## src/rtl/tx_rst_seq.sv

```systemverilog
// TX reset sequencer: releases per-stage resets lowest index first, gated on each stage's ready,
// then enables TX. All outputs registered; aborts to a sticky error on ready loss or timeout.
module tx_rst_seq #(
   parameter int N_STAGES = 3,
   parameter int HOLD_CYC = 16,
   parameter int TIMEOUT  = 1023
) (
   input  logic                            clk,
   input  logic                            rst,
   input  logic                            tru_rst,
   input  logic [N_STAGES-1:0]             stage_rdy,
   output logic [N_STAGES-1:0]             stage_rst,
   output logic                            tx_en,
   output logic                            seq_err,
   output logic [$clog2(N_STAGES+1)-1:0]   cur_stage
);

   localparam int SW = $clog2(N_STAGES+1);
   localparam int CW = $clog2(TIMEOUT+1);
   localparam logic [SW-1:0] LAST    = SW'(N_STAGES-1);
   localparam logic [CW-1:0] HOLD_M1 = CW'(HOLD_CYC-1);
   localparam logic [CW-1:0] TMO     = CW'(TIMEOUT);

   typedef enum logic [1:0] {HOLD, WAIT, DONE, ERR} state_t;

   state_t                state, state_n;
   logic [CW-1:0]         cnt, cnt_n;
   logic [N_STAGES-1:0]   stage_rst_n;
   logic                  tx_en_n, seq_err_n;
   logic [SW-1:0]         cur_n;
   logic                  rdy_cur, lost, go_err;

   always_ff @(posedge clk) begin
      if (rst) begin
         state     <= HOLD;
         cnt       <= '0;
         stage_rst <= '1;
         tx_en     <= 1'b0;
         seq_err   <= 1'b0;
         cur_stage <= '0;
      end else begin
         state     <= state_n;
         cnt       <= cnt_n;
         stage_rst <= stage_rst_n;
         tx_en     <= tx_en_n;
         seq_err   <= seq_err_n;
         cur_stage <= cur_n;
      end
   end

   always_comb begin
      state_n     = state;
      cnt_n       = cnt;
      stage_rst_n = stage_rst;
      tx_en_n     = tx_en;
      seq_err_n   = seq_err;
      cur_n       = cur_stage;
      rdy_cur     = 1'b0;
      lost        = 1'b0;
      go_err      = 1'b0;

      // ready of the stage being waited on, and loss of any already-released stage
      for (int j = 0; j < N_STAGES; j++) begin
         if (SW'(j) == cur_stage) rdy_cur = stage_rdy[j];
         if (SW'(j) < cur_stage && !stage_rdy[j]) lost = 1'b1;
      end

      if (tru_rst) begin
         state_n     = HOLD;
         cnt_n       = '0;
         stage_rst_n = '1;
         tx_en_n     = 1'b0;
         seq_err_n   = 1'b0;
         cur_n       = '0;
      end else begin
         case (state)
            HOLD: begin
               state_n        = WAIT;
               stage_rst_n    = '1;
               stage_rst_n[0] = 1'b0;
               tx_en_n        = 1'b0;
               cur_n          = '0;
               cnt_n          = '0;
            end
            WAIT: begin
               if (lost) begin
                  go_err = 1'b1;
               end else if (rdy_cur && cnt >= HOLD_M1) begin
                  cur_n = cur_stage + SW'(1);
                  cnt_n = '0;
                  if (cur_stage == LAST) begin
                     state_n = DONE;
                     tx_en_n = 1'b1;
                  end else begin
                     for (int j = 0; j < N_STAGES; j++)
                        if (SW'(j) == cur_stage + SW'(1)) stage_rst_n[j] = 1'b0;
                  end
               end else if (cnt == TMO) begin
                  go_err = 1'b1;
               end else begin
                  cnt_n = cnt + CW'(1);
               end
            end
            DONE: begin
               if (stage_rdy != '1) go_err = 1'b1;
            end
            default: ;
         endcase

         // cur_stage deliberately left frozen as the failing index
         if (go_err) begin
            state_n     = ERR;
            stage_rst_n = '1;
            tx_en_n     = 1'b0;
            seq_err_n   = 1'b1;
         end
      end
   end

endmodule

```

## config.mk

```make
export PLATFORM = sky130hd
export DESIGN_NAME = tx_rst_seq
export DESIGN_NICKNAME = d
export VERILOG_FILES = /design/src/rtl/tx_rst_seq.sv
export SDC_FILE = /design/constraint.sdc
export NUM_CORES = 1
export LEC_CHECK = 0
export CAP_MARGIN = 40
export CORE_MARGIN = 2
export CORE_UTILIZATION = 35
export DETAILED_ROUTE_END_ITERATION = 10
export GPL_ROUTABILITY_DRIVEN = 0
export HOLD_SLACK_MARGIN = 0.05
export SLEW_MARGIN = 10
export SYNTH_ARGS = -nofsm -noshare
export SYNTH_HDL_FRONTEND = slang
export SYNTH_SLANG_ARGS = --single-unit
```

## constraint.sdc

```tcl
create_clock -name clk -period 5.8 [get_ports clk]
set_clock_uncertainty 0.15 [all_clocks]
set_input_delay 1.45 -clock clk [delete_from_list [all_inputs] [get_ports clk]]
set_output_delay 1.45 -clock clk [all_outputs]
set_load 0.01 [all_outputs]
```

## Word-level counts from Yosys, hierarchy flattened

Index checks and enable logic that the tools add are counted.

- $add $sub $neg: 2
- $lt $le $gt $ge: 4
- Equal/unequal tests: 20
- Multiplexer cells: 35
- Reductions and logical operators: 21

Operators with widths:

| operator | number |
|---|---|
| 10-bit two-way mux | 3 |
| 10-bit one-hot mux with 2 select lines | 1 |
| 1-bit two-way mux | 17 |
| 3-bit inequality test (second input constant) | 5 |
| 5-bit AND reduction | 3 |
| 2-bit inequality test (second input constant) | 7 |
| 2-bit two-way mux | 6 |
| 10-bit by 1-bit adder with 10-bit output (second input constant) | 1 |
| 10-bit == test (second input constant) | 1 |
| 10-bit by 4-bit >= comparator with 1-bit output (second input constant) | 1 |
| 3-bit two-way mux | 3 |
| 2-bit one-hot mux with 2 select lines | 2 |
| 4-bit AND reduction | 2 |
| 2-bit zero test | 3 |
| 3-bit one-hot mux with 2 select lines | 1 |
| 3-bit AND reduction | 2 |
| 1-bit by 2-bit == test with 1-bit output (first input constant) | 2 |
| 2-bit == test (first input constant) | 2 |
| 2-bit == test (second input constant) | 2 |
| 1-bit logical AND | 4 |
| 1-bit by 2-bit less-than comparator with 1-bit output (first input constant) | 2 |
| 1-bit one-hot mux with 2 select lines | 2 |
| 1-bit zero test | 3 |
| 3-bit nonzero test | 1 |
| other kinds (6) | 6 |

- Flip-flop bits (word level): 19
- Output and inout bits: 7

## Depth between registers and ports, before layout

- Depth in word-level cells: 11
- Gate-level depth with buffers: 9
- Depth with buffers taken out: 7

## Least setup slack after synthesis

No wires, ideal clock.

- Path type: input to register
- From: input port stage_rdy[1]
- To: register cnt[7]
- Arrival: 2.761 ns
- Data required time: 5.579 ns
- Slack: 2.818 ns
- Stages: 5
- Buffers on the path: 0
- Path through: nor2b_1 -> o41a_1 -> or4_1 -> or3_1 -> a21oi_1

- Cells in the longest elaborated chain, start to end: 6
- Elaborated cells on any way between the ends: 13

RTL lines:

| element | line | text |
|---|---|---|
| start: declaration | 11 | `input logic [N_STAGES-1:0] stage_rdy,` |
| 1-bit two-way mux / 1-bit zero test (equally long branches) | 64, 65 |  |
| 1-bit two-way mux / 1-bit logical AND (equally long branches) | 64, 65 |  |
| 1-bit logical AND / 1-bit two-way mux (equally long branches) | 88, 65 |  |
| 10-bit two-way mux / 1-bit two-way mux (equally long branches) | 88, 65 |  |
| 10-bit two-way mux / 2-bit inequality test (equally long branches) | -- |  |
| 10-bit one-hot mux with 2 select lines / 3-bit AND reduction (equally long branches) | -- |  |
| end signal: assignment | 43 | `cnt <= cnt_n;` |
| end: declaration | 27 | `logic [CW-1:0] cnt, cnt_n;` |

Several ways; a longest one is shown, not always the timed one. The select of a mux whose other input is x is not followed.
A chain may end at the register's enable or synchronous reset.

## Worst setup path after layout

Ends and elaborated chain as after synthesis.

==> reports/qor.yml <==
die:
  design.portCount: 13
  initial_utilization: 0.373
  fp.coreArea_um2: 3080
  die_w_um: 61.3
  die_h_um: 61.3
  die-area_um2: 3760
  rows: 20
sta:
  final.setup.worst_slack_ps: 2340
  setup_viol: 0
  fin_crit_ps: 3460
  hold_viol: 0
  rsz0062_at_grt: "false"
  maxSlewViolCount: 0
  finalSetupTns_ps: 0
  worst_pin_slew_ps: 875
  slew_headroom: 0.411
  max_clock_freq_mhz: 289
  finalCritPeriodShare: 0.597
synthesis:
  post_synth_num_cell_types: 34
  synth_area_leaders: "dfxtp_1 (33%), ha_1 (12%), a21oi_1 (5.2%), nand3_1 (4.4%), or3_1 (3.8%)"
  async_reset_ff_frac: 0
  syn-cell-area_um2: 1150
  synth-edff-count: 0
  synth_area_leader_cell: "dfxtp_1"
  yosys.cell_count.top_type: "dfxtp_1"
  yosys-top-cells-count: "dfxtp_1 (19), a21oi_1 (12), ha_1 (11), nand2_1 (11)"
  synth_cells: 141
  postSynthAreaPerCell_um2: 8.15
  netlist.area_leader.share: 0.331
  yosys_warnings: 0
  ys_seq_elements: 19
  synthFlopType: "dfxtp_1"
  syn_nets: 158
  yosysSeqAreaShare: 0.331
clock_network:
  hold_buffers: 0
  clockBufferDepth: 2
  cts_resized: 0
  clkSlewWorstSetupHoldPaths_ps: 120
  post_cts_buffers: 0
  numClockSinks: 19
  tritoncts.num_buffers: 3
  clock_latency_ps: 310
  cts_tree: "built"
  htreeDepth: 1
  clockRootBuffer: "clkbuf_4"
cells_and_area:
  final_area_um2: 1350
  layout-drive-gt1-share: 0.0710
  area_growth_pct: 17.2
  finalNetCount: 173
  final_util: 0.437
  antenna_cells: 0
  fin_cells: 199
worst_setup_path:
  reg2reg_to: "tx_en$_SDFFE_PP0P_"
  rrSetupSlack_ps: 3130
  worstReg2RegStart: "cur_stage[1]$_SDFFE_PP0P_"
  ff2ff_path_depth: 8
  crit_chain: "clkdlybuf4s50_1, nor2b_1, o41a_1, or4_1, or3_1, a21oi_1"
  crit_arrival_ps: 3570
  critPathKind: "in -> reg"
  max_stage_delay_ps: 600
  crit_slowest_cell: "o41a_1"
  cp_num_buf_inv: 1
  endpoint_kind: "flip-flop"
  start_kind: "input pin"
  cp_top_family: "simple AND/OR/NAND/NOR gates"
  required_ps: 5900
  crit_fanout: 16
min_path:
  holdCritStartpoint: "seq_err$_SDFFE_PP0P_"
  hold_class: "reg -> reg"
  min_to: "seq_err$_SDFFE_PP0P_"
  worst_hold_path.num_cells: 2
routing:
  drt_iter0_markers: 33
  drc: 0
  viasPerCell: 5.55
  firstDrtPassIters: 4
  final_antenna_net_count: 0
  routed-via-count: 1104
  finalWirelength_um: 2550
  wire_per_inst_um: 12.8
global_route:
  grt_overflow: 0
  first_global_vias: 1054
  grt_pass1_wl_um: 4530
  antenna_found_initial: 0
  grt_max_degree: 22
  grt_use_total: 0.160
flow_run:
  drv_cap: 0
placed_design:
  dpl-instance-area_um2: 1320
  place_ws_ps: 2030
  place_inst: 195
  dp_hpwl_um: 1870
  io_buffers: 12
pwr:
  p_leak_uw: 0.000467
  pwr_density_cell_nw_per_um2: 173
  worst_ir_drop_vdd_mv: 0.0854
run_status:
  status: "finished, final reports clean"
==> cell families (layout without fill, tap and decap cells) <==
family | after synthesis | in the layout | share of synthesized area
and+or+nand+nor | 61 | 61 | 0.281
adders and majority gates | 11 | 11 | 0.120
xor gates and xnor gates | 1 | 1 | 0.00763
AOI/OAI and AO/OA | 38 | 38 | 0.212
DFF | 19 | 19 | 0.331
muxes | 1 | 1 | 0.00871
buffers and inverters | 10 | 24 | 0.0392
==> where the power goes <==
part	internal (uW)	total (uW)	switching (uW)
logic	10.8	26.2	15.3
clock network	25.8	73.3	47.5
registers	132	133	1.23
total	169	233	64.1
==> registers in the layout (all words and copies together) (netlist names) <==
name       flops
cnt           10
stage_rst      3
cur_stage      2
state          2
seq_err        1
tx_en          1
==> per-stage QoR <==
stage               total power, uW  hold WS [ps]
CTS                             234           314
finish                          233           311
detailed placement              162           296
floorplan                       152           316
global placement                162           291
global route                    243           345
==> cell usage in the layout, fill, tap and decap left out, types with 2 or more instances in the layout <==
cell	instances
o21ba_2	2
o21ai_0	8
o31ai_1	5
nand4_1	3
nor2_1	10
or3_1	7
or4_1	5
clkdlybuf4s50_1	12
nand2b_1	4
or2_2	2
inv_1	6
nand3_1	10
nor2b_1	3
a21oi_1	12
nor4_1	2
and3_1	2
clkbuf_4	3
nand2_1	11
a31oi_1	3
ha_1	11
dfxtp_1	19
==> how the worst max path moves through the flow <==
stage,slack (ps),cells past startpoint,to,startpoint
4_1_cts,2360,6,cnt[7]$_SDFFE_PP0P_,stage_rdy[1]
2_1_floorplan,2820,5,cnt[7]$_SDFFE_PP0P_,stage_rdy[1]
6_report,2340,6,cnt[7]$_SDFFE_PP0P_,stage_rdy[1]
3_3_place_gp,2080,6,cnt[7]$_SDFFE_PP0P_,stage_rdy[1]
3_5_place_dp,2030,6,cnt[7]$_SDFFE_PP0P_,stage_rdy[1]
5_1_grt,2190,7,tx_en$_SDFFE_PP0P_,stage_rdy[0]
==> cell type report <==
cell class              count  area (um2)
fillers                   315        1730
multi-input cells         112         729
flip-flops and latches     19         380
repair buffers             13         128
well taps                  44        55.1
inverters                   7        26.3
clock buffers               3        22.5
clock inverters             1        5.00
==> layer usage <==
| metal | global-route usage | share of wire |
|---|---|---|
| met3 | 0.0252 | 0.036 |
| met4 | 0.0714 | 0.011 |
| met1 | 0.220 | 0.48 |
| met2 | 0.248 | 0.47 |
| met5 | 0 | 0 |
==> worst min-delay path, delay by kind of cell (launching register included) <==
family / cells / cell delay, ps
AO/OA/AOI/OAI: 1 / 50
buffers and inverters: 1 / 50
flip-flops: 1 / 330
Power figures use the tool's default switching activity.
